### config.mk
export PLATFORM = sky130hd
export DESIGN_NAME = calc_sequencer
export DESIGN_NICKNAME = d
export VERILOG_FILES = /design/src/rtl/calc_pkg.sv /design/src/rtl/calc_prog_mem.sv /design/src/rtl/calc_sequencer.sv
export SDC_FILE = /design/constraint.sdc
export NUM_CORES = 1
export LEC_CHECK = 0
export BUFFER_PORTS_ARGS = -buffer_cell sky130_fd_sc_hd__buf_2
export CAP_MARGIN = 0
export CORE_ASPECT_RATIO = 0.9
export CORE_UTILIZATION = 60
export DETAILED_ROUTE_END_ITERATION = 7
export PLACE_DENSITY = 0.78
export SLEW_MARGIN = 15
export SYNTH_ARGS = -nofsm -noshare
export SYNTH_HDL_FRONTEND = slang
export SYNTH_HIERARCHICAL = 1
export SYNTH_SLANG_ARGS = --single-unit
### constraint.sdc
create_clock -name clk -period 6 [get_ports clk]
set_clock_uncertainty 0.2 [all_clocks]
set_input_delay 1.2 -clock clk [delete_from_list [all_inputs] [get_ports clk]]
set_output_delay 1.2 -clock clk [all_outputs]
set_load 0.02 [all_outputs]
### src/rtl/calc_pkg.sv
// Shared opcodes, instruction field layout and FSM state type for the
// calculator instruction sequencer.
package calc_pkg;

  localparam int WORD_W   = 11;
  localparam int CTRL_LSB = 8;
  localparam int WE_LSB   = 6;
  localparam int RD_LSB   = 4;
  localparam int IMM_LSB  = 0;

  localparam logic [2:0] OP_AND  = 3'b000;
  localparam logic [2:0] OP_OR   = 3'b001;
  localparam logic [2:0] OP_ADD  = 3'b010;
  localparam logic [2:0] OP_HALT = 3'b011;
  localparam logic [2:0] OP_ANDN = 3'b100;
  localparam logic [2:0] OP_ORN  = 3'b101;
  localparam logic [2:0] OP_SUB  = 3'b110;
  localparam logic [2:0] OP_SLT  = 3'b111;

  localparam logic [WORD_W-1:0] HALT_WORD = 11'h300;

  typedef enum logic [1:0] {
    ST_IDLE  = 2'd0,
    ST_RUN   = 2'd1,
    ST_DRAIN = 2'd2,
    ST_DONE  = 2'd3
  } state_t;

  // Register k ORed with zero: leaves every calculator register unchanged.
  function automatic logic [WORD_W-1:0] nop_word(input logic [1:0] k);
    return {OP_OR, k, k, 4'h0};
  endfunction

endpackage

### src/rtl/calc_prog_mem.sv
// Program store: DEPTH x 11-bit words, synchronous write, asynchronous read,
// every word reset to HALT.
module calc_prog_mem
  import calc_pkg::*;
#(
  parameter int DEPTH  = 16,
  parameter int ADDR_W = 4
) (
  input  logic              clk,
  input  logic              rst_n,
  input  logic              we,
  input  logic [ADDR_W-1:0] waddr,
  input  logic [10:0]       wdata,
  input  logic [ADDR_W-1:0] raddr,
  output logic [10:0]       rdata
);

  logic [WORD_W-1:0] mem_q [DEPTH];
  logic [WORD_W-1:0] mem_d [DEPTH];

  always_comb begin
    mem_d = mem_q;
    if (we) mem_d[waddr] = wdata;
  end

  always_ff @(posedge clk) begin
    if (!rst_n) begin
      for (int i = 0; i < DEPTH; i++) mem_q[i] <= HALT_WORD;
    end else begin
      mem_q <= mem_d;
    end
  end

  assign rdata = mem_q[raddr];

endmodule

### src/rtl/calc_sequencer.sv
// Issues one stored instruction per clock to the calculator until HALT or end
// of memory, then captures the selected calculator register as the result.
module calc_sequencer
  import calc_pkg::*;
#(
  parameter int DEPTH  = 16,
  parameter int ADDR_W = 4
) (
  input  logic              clk,
  input  logic              rst_n,
  input  logic              load_en,
  input  logic [ADDR_W-1:0] load_addr,
  input  logic [10:0]       load_data,
  input  logic              start,
  input  logic [3:0]        rd_data_in,
  output logic [1:0]        calc_rd_addr,
  output logic [3:0]        calc_immediate,
  output logic [1:0]        calc_we_addr,
  output logic [2:0]        calc_control,
  output logic              busy,
  output logic              done,
  output logic [ADDR_W-1:0] pc,
  output logic [3:0]        result,
  output logic [1:0]        dbg_state
);

  // Handshake: no valid/ready pair; start and load_en are single-cycle
  // requests sampled on posedge, honoured only while busy is low.

  state_t            state_q, state_d;
  logic [ADDR_W-1:0] pc_q, pc_d;
  logic [3:0]        result_q, result_d;
  logic [WORD_W-1:0] out_q, out_d;
  logic [1:0]        drain_k_q, drain_k_d;
  logic [WORD_W-1:0] fetch_word;
  logic              busy_w;
  logic              mem_we;

  assign busy_w = (state_q == ST_RUN) || (state_q == ST_DRAIN);
  assign mem_we = load_en && !busy_w;

  calc_prog_mem #(.DEPTH(DEPTH), .ADDR_W(ADDR_W)) u_mem (
    .clk   (clk),
    .rst_n (rst_n),
    .we    (mem_we),
    .waddr (load_addr),
    .wdata (load_data),
    .raddr (pc_q),
    .rdata (fetch_word)
  );

  always_comb begin
    state_d   = state_q;
    pc_d      = pc_q;
    result_d  = result_q;
    out_d     = out_q;
    drain_k_d = drain_k_q;
    case (state_q)
      ST_IDLE, ST_DONE: begin
        if (start) begin
          state_d = ST_RUN;
          pc_d    = '0;
        end
      end
      ST_RUN: begin
        if (fetch_word[CTRL_LSB +: 3] == OP_HALT) begin
          drain_k_d = fetch_word[RD_LSB +: 2];
          out_d     = nop_word(fetch_word[RD_LSB +: 2]);
          state_d   = ST_DRAIN;
        end else begin
          out_d = fetch_word;
          // Last word issued: pc stays put and the drain reads its destination.
          if (pc_q == ADDR_W'(DEPTH - 1)) begin
            drain_k_d = fetch_word[WE_LSB +: 2];
            state_d   = ST_DRAIN;
          end else begin
            pc_d = pc_q + ADDR_W'(1);
          end
        end
      end
      ST_DRAIN: begin
        result_d = rd_data_in;
        out_d    = nop_word(drain_k_q);
        state_d  = ST_DONE;
      end
      default: state_d = ST_IDLE;
    endcase
  end

  always_ff @(posedge clk) begin
    if (!rst_n) begin
      state_q   <= ST_IDLE;
      pc_q      <= '0;
      result_q  <= '0;
      out_q     <= nop_word(2'd0);
      drain_k_q <= 2'd0;
    end else begin
      state_q   <= state_d;
      pc_q      <= pc_d;
      result_q  <= result_d;
      out_q     <= out_d;
      drain_k_q <= drain_k_d;
    end
  end

  assign calc_control   = out_q[CTRL_LSB +: 3];
  assign calc_we_addr   = out_q[WE_LSB +: 2];
  assign calc_rd_addr   = out_q[RD_LSB +: 2];
  assign calc_immediate = out_q[IMM_LSB +: 4];
  assign busy           = busy_w;
  assign done           = (state_q == ST_DONE);
  assign pc             = pc_q;
  assign result         = result_q;
  assign dbg_state      = state_q;

endmodule

==> flow_summary.json <==
{
  "status": "finished clean",
  "drc": 0,
  "rsz0062_at_grt": "false",
  "ys_seq_area_frac": 0.423,
  "ir_worst_vdd_mv": 0.289,
  "grt_max_degree": 105,
  "relSlewSlack": 0.214,
  "layout_setup_ws_ps": 2420,
  "fin_nets": 1011,
  "synth_edf_count": 0,
  "cp-end-kind": "flip-flop",
  "tightest_slew_ps": 1180,
  "pin_count": 46,
  "hold_class": "reg -> reg",
  "pwr-share-clk": 0.356,
  "synth-simple-area-share": 0.142,
  "drive_gt1_frac": 0.146,
  "ys.warnings.count": 6,
  "finalSetupViolations": 0,
  "worstPathRequired_ps": 6050,
  "post_dp_cell_area_um2": 9310,
  "seq_power_share": 0.428,
  "ys_ff_latch": 199,
  "power_density_nw_per_um2": 339,
  "muxShareOfSynthArea": 0.116,
  "clkTransAtPathRegs_ps": 70,
  "chipWidth_um": 134,
  "cts_resized": 0,
  "whs_endpoint": "out_q[5]",
  "fillCellCount": 1300,
  "total_power_mw": 3.36,
  "crit_type": "reg -> reg",
  "hpwl_mm": 15.6,
  "synth_area_leaders": "dfxtp_1 (42%), mux4_2 (11%), o21ai_0 (8.6%)",
  "stdcell_count": 1198,
  "synth-async-reset-ratio": 0,
  "synth_top_family_by_area": "compound AO/OA/AOI/OAI gates",
  "p_int_mw": 2.30,
  "cp_data_arrival_time_ps": 3630,
  "worstHoldStart": "out_q[5]",
  "ant_nets": 0,
  "p_sw_frac": 0.315,
  "drt-wirelength-per-cell_um": 22.6,
  "syn_area_um2": 9410,
  "gr-total-overflow": 0,
  "initial_core_util": 0.612,
  "ctsHtreeMaxLevel": 4,
  "via_per_inst": 7.00,
  "switchingPower_mw": 1.06,
  "synth_nets": 1067,
  "cp_max_fo": 26,
  "postCtsHoldBufs": 0,
  "period_share": 0.597,
  "cap_violations": 0,
  "avgSynthCellArea_um2": 9.06,
  "core_area_um2": 15400,
  "final.setup.tns_ps": 0,
  "numClockSinks": 199,
  "dr_total_vias": 8389,
  "stdcell_area_um2": 9910,
  "synth_compound_area_frac": 0.237,
  "reg2reg_to": "u_mem/mem_q[19]",
  "cp_slowest_cell": "nand3_1",
  "globalplace.congestion": 0.852,
  "grt_pass1_wl_mm": 42.2,
  "cts_inserted_buffers": 17,
  "fmax_ghz": 0.279,
  "synthXorXnorAreaFrac": 0,
  "postCtsSetupBuffers": 0,
  "p_comb_frac": 0.216,
  "hold_viol_final": 0,
  "grt_pass1_vias": 7664,
  "ff2ff_path_depth": 7,
  "routed_wirelength_mm": 27.1,
  "place_ws_ps": 2340,
  "fp.dieArea_um2": 16200,
  "io_buffers": 45,
  "syn_to_final_growth_pct": 5.36,
  "synth_ff_type": "dfxtp_1",
  "start_kind": "flip-flop",
  "cts_tree": "built",
  "die_height_um": 121,
  "max_stage_delay_ps": 890,
  "critPathTopFamily": "simple AND/OR/NAND/NOR gates",
  "synth_top_area_cell": "dfxtp_1",
  "power_leakage_nw": 3.20,
  "first_iter_violations": 1072,
  "track_usage": 0.341,
  "r2r-start": "dbg_state[0]",
  "yosysTopAreaCellShare": 0.423,
  "row_count": 43,
  "antenna_found_initial": 1,
  "maxSlewViolCount": 0,
  "synth_fa_ha_area_frac": 0.00665,
  "fin_crit_ps": 3580,
  "synthCells": 1039,
  "holdPathStages": 2,
  "clock_path_buffers": 2,
  "ys_types": 51,
  "dp.cells": 1166,
  "synth.most_common_cell": "dfxtp_1",
  "r2r_slack_ps": 2420,
  "clock_latency_ps": 440,
  "critPathBufInv": 2,
  "cts_root_buf": "clkbuf_16",
  "first_pass_iters": 5,
  "synth_common_cells": "dfxtp_1 (199), o21ai_0 (161), a21oi_1 (152)",
  "path_cells": "inv_1, ha_1, buf_4, and2_1, nand3_1, o21ai_0, o311ai_0"
}
power groups by stage:
stage               clock network (mW)  registers (mW)  logic [mW]
floorplan                            0            1.46       0.557
global placement                     0            1.46       0.697
detailed placement                   0            1.47       0.709
CTS                               1.19            1.44       0.711
global route                      1.25            1.45       0.782
finish                            1.19            1.44       0.725
through the flow:
stage               utilization  hold WS, ps
detailed placement        0.605          252
global route              0.644          288
floorplan                     -          249
finish                    0.644          262
global placement          0.605          250
CTS                       0.644          262
cell type report:
class                           count  area [um^2]  share of cell area
Clock buffer                       22          484              0.0488
Inverter                           12         47.5             0.00480
Multi-Input combinational cell    698         4720               0.476
Sequential cell                   199         3990               0.402
Antenna cell                        1         2.50            0.000252
Clock inverter                      9          123              0.0124
Timing Repair Buffer               55          300              0.0303
Tap cell                          202          253              0.0255
logic make-up (layout without fill, tap and decap cells):
| kind of cell | count (synthesis) | after routing |
|---|---|---|
| compound gates | 400 | 400 |
| fa+ha+maj | 5 | 5 |
| buf+inv | 142 | 98 |
| flops | 199 | 199 |
| mux | 54 | 54 |
| other cells | 0 | 1 |
| simple gates | 239 | 239 |
layout by cell type, fill, tap and decap left out, types with 21 or more instances in the layout:
cell type,Yosys,final
a22oi_1,23,23
o311ai_0,28,28
o21ai_1,21,21
nand3_1,149,149
nand2_1,26,26
buf_2,31,45
dfxtp_1,199,197
mux4_2,44,44
a21oi_1,152,152
o21ai_0,161,161
registers in the layout (all words and copies together) (netlist names):
| name | count |
|---|---|
| result | 4 |
| dbg_state | 2 |
| out_q | 11 |
| drain_k_q | 2 |
| u_mem/mem_q | 176 |
| pc | 4 |
worst max path at each step:
| stage | startpoint | to | slack (ps) | depth (start not counted) |
|---|---|---|---|---|
| after floorplan | pc[0] | pc[3] | 3130 | 8 |
| after global placement | load_addr[0] | u_mem/mem_q[119] | 2410 | 5 |
| after detailed placement | load_addr[0] | u_mem/mem_q[118] | 2340 | 5 |
| after CTS | pc[0] | dbg_state[0] | 2490 | 7 |
| after global routing | dbg_state[0] | u_mem/mem_q[19] | 2270 | 7 |
| final | dbg_state[0] | u_mem/mem_q[19] | 2420 | 7 |
metal layers:
| metal | vias to the layer above | wire, um | share of wire | global-route usage |
|---|---|---|---|---|
| met1 | 4059 | 10800 | 0.40 | 0.467 |
| met3 | 65 | 2910 | 0.11 | 0.0751 |
| met5 | - | 0 | 0 | 0 |
| met4 | 0 | 1040 | 0.038 | 0.187 |
| li1 | 3755 | - | - | - |
| met2 | 510 | 12300 | 0.45 | 0.500 |
tightest hold or removal path, stage by stage (launching register included):
cell,delay (ps)
dfxtp_1,310
nand2_1,60
a21oi_1,50
Note: power is estimated with default switching activity, not from simulation.
